## config.mk

```make
export PLATFORM = sky130hd
export DESIGN_NAME = pixel_point_reader_flat
export DESIGN_NICKNAME = d
export VERILOG_FILES = /design/src/rtl/pixel_point_reader_if.sv /design/src/rtl/pixel_point_reader.sv /design/src/flat_wrapper.sv
export SDC_FILE = /design/constraint.sdc
export NUM_CORES = 1
export LEC_CHECK = 0
export CAP_MARGIN = 20
export CORE_UTILIZATION = 45
export CTS_CLUSTER_SIZE = 10
export DETAILED_ROUTE_END_ITERATION = 8
export GPL_TIMING_DRIVEN = 0
export HOLD_SLACK_MARGIN = 0.03
export PLACE_DENSITY = 0.79
export SETUP_SLACK_MARGIN = 0.5
export SLEW_MARGIN = 20
export SYNTH_ARGS = -nofsm -noshare
export SYNTH_HDL_FRONTEND = slang
export SYNTH_SLANG_ARGS = --single-unit
```

## constraint.sdc

```tcl
create_clock -name clk -period 4 [get_ports clk]
set_input_delay 0.8 -clock clk [delete_from_list [all_inputs] [get_ports clk]]
set_output_delay 0.8 -clock clk [all_outputs]
set_load 0.01 [all_outputs]
```

## src/rtl/pixel_point_reader_if.sv

```systemverilog
// pixel_point_reader_if
//   Bundles the two handshakes of the point reader.
//   Point side  : pt_req, coordinate_x/y in; Ans_valid, pt_pixl_value, range_err out.
//   Memory side : rd_req, rd_addr out; rd_ack, rd_valid, rd_data in.
//   modport slave  : the reader itself.
//   modport master : the environment (requester plus frame buffer).
`timescale 1ns/1ps
interface pixel_point_reader_if #(
   parameter int ADDR_W = 19
);
   logic              pt_req;
   logic [9:0]        coordinate_x;
   logic [9:0]        coordinate_y;
   logic              Ans_valid;
   logic              pt_pixl_value;
   logic              range_err;
   logic              rd_req;
   logic [ADDR_W-1:0] rd_addr;
   logic              rd_ack;
   logic              rd_valid;
   logic [7:0]        rd_data;

   modport slave (
      input  pt_req, coordinate_x, coordinate_y, rd_ack, rd_valid, rd_data,
      output Ans_valid, pt_pixl_value, range_err, rd_req, rd_addr
   );

   modport master (
      output pt_req, coordinate_x, coordinate_y, rd_ack, rd_valid, rd_data,
      input  Ans_valid, pt_pixl_value, range_err, rd_req, rd_addr
   );
endinterface

```

## src/rtl/pixel_point_reader.sv

```systemverilog
// pixel_point_reader
//   Reads one gray pixel at (x, y) from a frame buffer and answers whether
//   it is black (gray < THRESH). Out-of-image points answer 0 with range_err
//   and never touch memory.
// Ports
//   clk, rst    : single clock, asynchronous active-high reset
//   bus (slave) : point request/answer and frame-buffer read handshake
//   timeout_err : only with PIXEL_READ_TIMEOUT_EN; pulses with Ans_valid when
//                 the read was abandoned after TIMEOUT cycles
// Configuration
//   PIXEL_READ_TIMEOUT_EN : adds the read watchdog and the timeout_err port.
`timescale 1ns/1ps
module pixel_point_reader #(
   parameter int         IMG_W   = 640,
   parameter int         IMG_H   = 480,
   parameter logic [7:0] THRESH  = 8'd128,
   parameter int         ADDR_W  = 19,
   parameter int         TIMEOUT = 255
) (
   input  logic                clk,
   input  logic                rst,
   pixel_point_reader_if.slave bus
`ifdef PIXEL_READ_TIMEOUT_EN
  ,output logic                timeout_err
`endif
);

   typedef enum logic [5:0] {
      IDLE = 6'b000001,
      ADDR = 6'b000010,
      REQ  = 6'b000100,
      WAIT = 6'b001000,
      RESP = 6'b010000,
      HOLD = 6'b100000
   } state_e;

   state_e            state_q, state_d;
   logic [9:0]        x_q, x_d;
   logic [9:0]        y_q, y_d;
   logic [ADDR_W-1:0] rd_addr_q, rd_addr_d;
   logic              rd_req_q, rd_req_d;
   logic              pix_q, pix_d;       // captured answer, published in RESP
   logic              oor_q, oor_d;       // answer comes from a range failure
   logic              ans_q, ans_d;
   logic              pixl_q, pixl_d;
   logic              range_err_q, range_err_d;
   // Read data is registered once before use; this stage is part of the
   // answer latency and also decouples rd_valid from the next-state logic.
   logic              rd_valid_q, rd_valid_d;
   logic [7:0]        rd_data_q, rd_data_d;
   logic              in_range;

`ifdef PIXEL_READ_TIMEOUT_EN
   localparam int CNT_W = (TIMEOUT > 1) ? $clog2(TIMEOUT) : 1;
   logic [CNT_W-1:0] cnt_q, cnt_d;
   logic             to_q, to_d;          // answer comes from the watchdog
   logic             timeout_err_q, timeout_err_d;
   logic             expire;

   // The counter reaches TIMEOUT on the edge that takes the FSM to RESP.
   assign expire = (cnt_q == CNT_W'(TIMEOUT - 1));
`endif

   assign in_range   = (32'(x_q) < 32'(IMG_W)) && (32'(y_q) < 32'(IMG_H));
   assign rd_valid_d = bus.rd_valid;
   assign rd_data_d  = bus.rd_data;

   always_comb begin
      state_d       = state_q;
      x_d           = x_q;
      y_d           = y_q;
      rd_addr_d     = rd_addr_q;
      pix_d         = pix_q;
      oor_d         = oor_q;
      ans_d         = 1'b0;
      pixl_d        = pixl_q;
      range_err_d   = 1'b0;
`ifdef PIXEL_READ_TIMEOUT_EN
      cnt_d         = cnt_q;
      to_d          = to_q;
      timeout_err_d = 1'b0;
`endif
      unique case (state_q)
         IDLE: begin
            if (bus.pt_req) begin
               x_d     = bus.coordinate_x;
               y_d     = bus.coordinate_y;
               state_d = ADDR;
            end
         end
         ADDR: begin
            // Full-precision linear address, truncated to the bus width.
            rd_addr_d = ADDR_W'(32'(y_q) * 32'(IMG_W) + 32'(x_q));
            pix_d     = 1'b0;
            oor_d     = !in_range;
`ifdef PIXEL_READ_TIMEOUT_EN
            to_d      = 1'b0;
            cnt_d     = '0;
`endif
            state_d   = in_range ? REQ : RESP;
         end
         REQ: begin
`ifdef PIXEL_READ_TIMEOUT_EN
            cnt_d = cnt_q + 1'b1;
`endif
            // A same-cycle rd_valid is held in rd_valid_q and consumed in WAIT.
            if (bus.rd_ack) begin
               state_d = WAIT;
            end
`ifdef PIXEL_READ_TIMEOUT_EN
            else if (expire) begin
               to_d    = 1'b1;
               state_d = RESP;
            end
`endif
         end
         WAIT: begin
`ifdef PIXEL_READ_TIMEOUT_EN
            cnt_d = cnt_q + 1'b1;
`endif
            if (rd_valid_q) begin
               pix_d   = (rd_data_q < THRESH);
               state_d = RESP;
            end
`ifdef PIXEL_READ_TIMEOUT_EN
            else if (expire) begin
               to_d    = 1'b1;
               state_d = RESP;
            end
`endif
         end
         RESP: begin
            ans_d         = 1'b1;
            pixl_d        = pix_q;
            range_err_d   = oor_q;
`ifdef PIXEL_READ_TIMEOUT_EN
            timeout_err_d = to_q;
`endif
            state_d       = HOLD;
         end
         HOLD: begin
            // The answered request is still high here; wait for it to drop.
            if (!bus.pt_req) state_d = IDLE;
         end
         default: state_d = IDLE;
      endcase
      rd_req_d = (state_d == REQ);
   end

   always_ff @(posedge clk or posedge rst) begin
      if (rst) begin
         state_q       <= IDLE;
         x_q           <= '0;
         y_q           <= '0;
         rd_addr_q     <= '0;
         rd_req_q      <= 1'b0;
         pix_q         <= 1'b0;
         oor_q         <= 1'b0;
         ans_q         <= 1'b0;
         pixl_q        <= 1'b0;
         range_err_q   <= 1'b0;
         rd_valid_q    <= 1'b0;
         rd_data_q     <= '0;
`ifdef PIXEL_READ_TIMEOUT_EN
         cnt_q         <= '0;
         to_q          <= 1'b0;
         timeout_err_q <= 1'b0;
`endif
      end else begin
         state_q       <= state_d;
         x_q           <= x_d;
         y_q           <= y_d;
         rd_addr_q     <= rd_addr_d;
         rd_req_q      <= rd_req_d;
         pix_q         <= pix_d;
         oor_q         <= oor_d;
         ans_q         <= ans_d;
         pixl_q        <= pixl_d;
         range_err_q   <= range_err_d;
         rd_valid_q    <= rd_valid_d;
         rd_data_q     <= rd_data_d;
`ifdef PIXEL_READ_TIMEOUT_EN
         cnt_q         <= cnt_d;
         to_q          <= to_d;
         timeout_err_q <= timeout_err_d;
`endif
      end
   end

   assign bus.rd_req        = rd_req_q;
   assign bus.rd_addr       = rd_addr_q;
   assign bus.Ans_valid     = ans_q;
   assign bus.pt_pixl_value = pixl_q;
   assign bus.range_err     = range_err_q;
`ifdef PIXEL_READ_TIMEOUT_EN
   assign timeout_err       = timeout_err_q;
`endif

endmodule

```

## src/flat_wrapper.sv

```systemverilog
// flat-port wrapper written by rule: the top's interface ports become plain ports
module pixel_point_reader_flat 
#(
   parameter int         IMG_W   = 640,
   parameter int         IMG_H   = 480,
   parameter logic [7:0] THRESH  = 8'd128,
   parameter int         ADDR_W  = 19,
   parameter int         TIMEOUT = 255
)
  (clk, rst, bus_pt_req, bus_coordinate_x, bus_coordinate_y, bus_rd_ack, bus_rd_valid, bus_rd_data, bus_Ans_valid, bus_pt_pixl_value, bus_range_err, bus_rd_req, bus_rd_addr);
  pixel_point_reader_if #(.ADDR_W(ADDR_W)) bus_i ();
  input  logic clk;
  input  logic rst;
  input wire logic [$bits(bus_i.pt_req)-1:0] bus_pt_req;
  input wire logic [$bits(bus_i.coordinate_x)-1:0] bus_coordinate_x;
  input wire logic [$bits(bus_i.coordinate_y)-1:0] bus_coordinate_y;
  input wire logic [$bits(bus_i.rd_ack)-1:0] bus_rd_ack;
  input wire logic [$bits(bus_i.rd_valid)-1:0] bus_rd_valid;
  input wire logic [$bits(bus_i.rd_data)-1:0] bus_rd_data;
  output wire logic [$bits(bus_i.Ans_valid)-1:0] bus_Ans_valid;
  output wire logic [$bits(bus_i.pt_pixl_value)-1:0] bus_pt_pixl_value;
  output wire logic [$bits(bus_i.range_err)-1:0] bus_range_err;
  output wire logic [$bits(bus_i.rd_req)-1:0] bus_rd_req;
  output wire logic [$bits(bus_i.rd_addr)-1:0] bus_rd_addr;
  assign bus_i.pt_req = bus_pt_req;
  assign bus_i.coordinate_x = bus_coordinate_x;
  assign bus_i.coordinate_y = bus_coordinate_y;
  assign bus_i.rd_ack = bus_rd_ack;
  assign bus_i.rd_valid = bus_rd_valid;
  assign bus_i.rd_data = bus_rd_data;
  assign bus_Ans_valid = bus_i.Ans_valid;
  assign bus_pt_pixl_value = bus_i.pt_pixl_value;
  assign bus_range_err = bus_i.range_err;
  assign bus_rd_req = bus_i.rd_req;
  assign bus_rd_addr = bus_i.rd_addr;
  pixel_point_reader #(.IMG_W(IMG_W), .IMG_H(IMG_H), .THRESH(THRESH), .ADDR_W(ADDR_W), .TIMEOUT(TIMEOUT)) u_core (.clk(clk), .rst(rst), .bus(bus_i));
endmodule
```

==> results_dict.tcl <==
set metrics [dict create \
    grt_pass1_wl_um 10200 \
    p_total_w 0.00309 \
    max_slew.worst_pin.slew_ns 0.665 \
    worstSkewPairLatency_ns 0.31 \
    rrSetupSlack_ns 1.14 \
    grtUsageTotal_pct 20.1 \
    grt_pass1_vias 2256 \
    power.density_nw_per_um2 872 \
    hp-start "u_core.x_q[4]" \
    rsz0062_at_grt "false" \
    outcome "finished clean" \
    fin_crit_sh_pct 71.4 \
    required_ns 4.26 \
    postPlaceCellArea_sq_um 3450 \
    die_width_um 81.6 \
    maxSlewViolCount 0 \
    avgSynthCellArea_sq_um 9.23 \
    clock_sinks 53 \
    final_area_sq_um 3540 \
    drive_gt1_share_pct 7.10 \
    fin_util_pct 58.7 \
    max_stage_delay_ns 0.53 \
    wl_per_cell_um 13.5 \
    first_pass_iters 4 \
    cp_top_family "adder cells" \
    reg2reg_from "u_core.y_q[1]" \
    fin_crit_ns 2.86 \
    floorplan.initialDensity_pct 47.3 \
    crit_cells 9 \
    cts_buffers 5 \
    drc 0 \
    path_class "flip-flop to flip-flop" \
    setup_tns_ns 0 \
    rows 28 \
    die-area_sq_um 6660 \
    postCtsSetupBuffers 0 \
    synthCells 309 \
    ys_types 48 \
    path_max_fanout 6 \
    cp-start-kind "flip-flop" \
    hold_end "u_core.bus.rd_addr[4]" \
    grt_overflow_total 0 \
    port_buffers 48 \
    critPathCaptureType "flip-flop" \
    syn_area_sq_um 2850 \
    ys_warn_count 0 \
    htreeDepth 2 \
    ios 56 \
    finalHoldViolCount 0 \
    setup_violations 0 \
    arrival_ns 3.11 \
    area_delta_synth_final_pct 24.1 \
    hpwlAfterDp_um 4470 \
    clock_path_buffers 2 \
    grt_max_degree 32 \
    r2r-end "u_core.bus.rd_addr[18]" \
    syn_nets 363 \
    ys_ff_latch 53 \
    cts_tree "built" \
    drtIter0Drc 146 \
    fmax_ghz 0.350 \
    cts_resized 0 \
    worstPathCellList "ha_1, ha_1, fa_1, a21oi_2, o21bai_2, nor3_1, a311oi_2, or4_1, nand3_1" \
    yosysTopAreaCellShare_pct 45.6 \
    cts_hold_buf 0 \
    slew_headroom_pct 55.6 \
    hold_class "flip-flop to flip-flop" \
    via_per_inst 5.24 \
    num_vias 2312 \
    cap_viol_max_count 0 \
    whs_path_depth 2 \
    clk_pin_slew_ns 0.10 \
    timing.critical_path.buf_inv 0 \
    postRouteAntennaNets 0 \
    core_area_sq_um 6030 \
    diodes 0 \
    skew_ns 0.00509 \
    worst_path_max_delay_cell "or4_1" \
    yosys.area.top_type "dfrtp_1" \
    vdd_drop_max_mv 0.389 \
    reg2reg_depth 9 \
    worst_path_most_repeated_cell "ha_1" \
    dominantRegCellSynth "dfrtp_1" \
    synth_edf_count 0 \
    wl_um 5940 \
    cts_root_buffer "clkbuf_8" \
    yosysSeqAreaShare_pct 46.6 \
    holdWs_ns 0.477 \
    antenna_found_initial 0 \
    die_h_um 81.6 \
    nets 419 \
    synth_most_common_cell "nand2_1" \
    synth_area_leaders "dfrtp_1, nand2_1, ha_1" \
    async_flop_share_pct 100 \
    synth_common_cells "nand2_1, dfrtp_1, ha_1, o21ai_0" \
    leakagePower_nw 1.69 \
    gp_congestion 0.806 \
]
[flip-flops by register name, summed over array words and instances, names as in the netlist]
register	count
u_core.bus.Ans_valid	1
u_core.bus.pt_pixl_value	1
u_core.bus.range_err	1
u_core.bus.rd_addr	19
u_core.bus.rd_req	1
u_core.oor_q	1
u_core.pix_q	1
u_core.rd_data_q	1
u_core.rd_valid_q	1
u_core.state_q	6
u_core.x_q	10
u_core.y_q	10
[metal layers]
| layer | up-vias | global-route usage [%] | part of all wire [%] |
|---|---|---|---|
| met5 | - | 0 | 0 |
| met4 | 0 | 5.09 | 1.2 |
| met3 | 8 | 4.78 | 5.5 |
| met2 | 62 | 33.2 | 47 |
| met1 | 1086 | 26.6 | 46 |
| li1 | 1156 | - | - |
[report_power, final]
part           total (W)  internal, W  switching [W]
sequential      0.000894     0.000748       0.000147
combinational    0.00188     0.000838        0.00105
clock           0.000309     0.000125       0.000184
[cells by family (layout without fill, tap and decap cells)]
group | count (synthesis) | in the layout | share of synthesized area (%)
XOR/XNOR | 14 | 14 | 4.83
buffers and inverters | 22 | 79 | 3.20
AO/OA/AOI/OAI | 49 | 49 | 11.9
multiplexers | 2 | 2 | 0.790
flip-flops | 53 | 53 | 46.6
adder cells (fa/ha/maj) | 21 | 21 | 9.74
AND/OR/NAND/NOR | 148 | 148 | 23.0
[worst reg2reg max path, delay by kind of cell, from the launching register on]
kind / cells / cell delay, ns
AOI/OAI and AO/OA: 3 / 0.50
adders and majority gates: 3 / 0.99
DFF: 1 / 0.42
and+or+nand+nor: 3 / 0.90
[placed cells by master (no fill, tap or decap), drive strengths merged, types with 2 or more instances in the layout]
| cell | count |
|---|---|
| a21oi | 9 |
| xnor2 | 8 |
| o21ai | 17 |
| inv | 12 |
| o2111ai | 3 |
| nand3 | 10 |
| fa | 2 |
| or3 | 2 |
| nand2 | 99 |
| ha | 19 |
| o31ai | 3 |
| clkbuf | 15 |
| nor4 | 3 |
| nand4 | 2 |
| o21a | 4 |
| buf | 3 |
| nor3 | 9 |
| a21o | 3 |
| mux2 | 2 |
| dfrtp | 52 |
| nor2b | 3 |
| nor2 | 11 |
| and3 | 4 |
| clkdlybuf4s50 | 48 |
| xor2 | 6 |
[cell type report]
| class | count | area (sq um) |
|---|---|---|
| Tap cell | 75 | 93.8 |
| Buffer | 11 | 50.0 |
| Fill cell | 544 | 2490 |
| Inverter | 11 | 41.3 |
| Sequential cell | 53 | 1330 |
| Timing Repair Buffer | 49 | 508 |
| Clock inverter | 2 | 13.8 |
| Clock buffer | 6 | 72.6 |
| Multi-Input combinational cell | 234 | 1430 |
[worst max path at each step]
| stage | from | end |
|---|---|---|
| 6_report | u_core.y_q[1] | u_core.bus.rd_addr[18] |
| 5_1_grt | u_core.y_q[1] | u_core.bus.rd_addr[18] |
| 4_1_cts | u_core.y_q[1] | u_core.bus.rd_addr[18] |
| 3_5_place_dp | u_core.y_q[1] | u_core.bus.rd_addr[18] |
| 3_3_place_gp | rst | u_core.bus.rd_addr[12] |
| 2_1_floorplan | u_core.y_q[1] | u_core.bus.rd_addr[18] |
[stage by stage]
stage / std cells / setup slack, ns
3_3_place_gp: 432 / 0.980
2_1_floorplan: 309 / 1.37
3_5_place_dp: 433 / 1.18
4_1_cts: 441 / 1.16
5_1_grt: 441 / 0.975
6_report: 441 / 1.14
No activity file was read; power rests on OpenSTA's default activity.
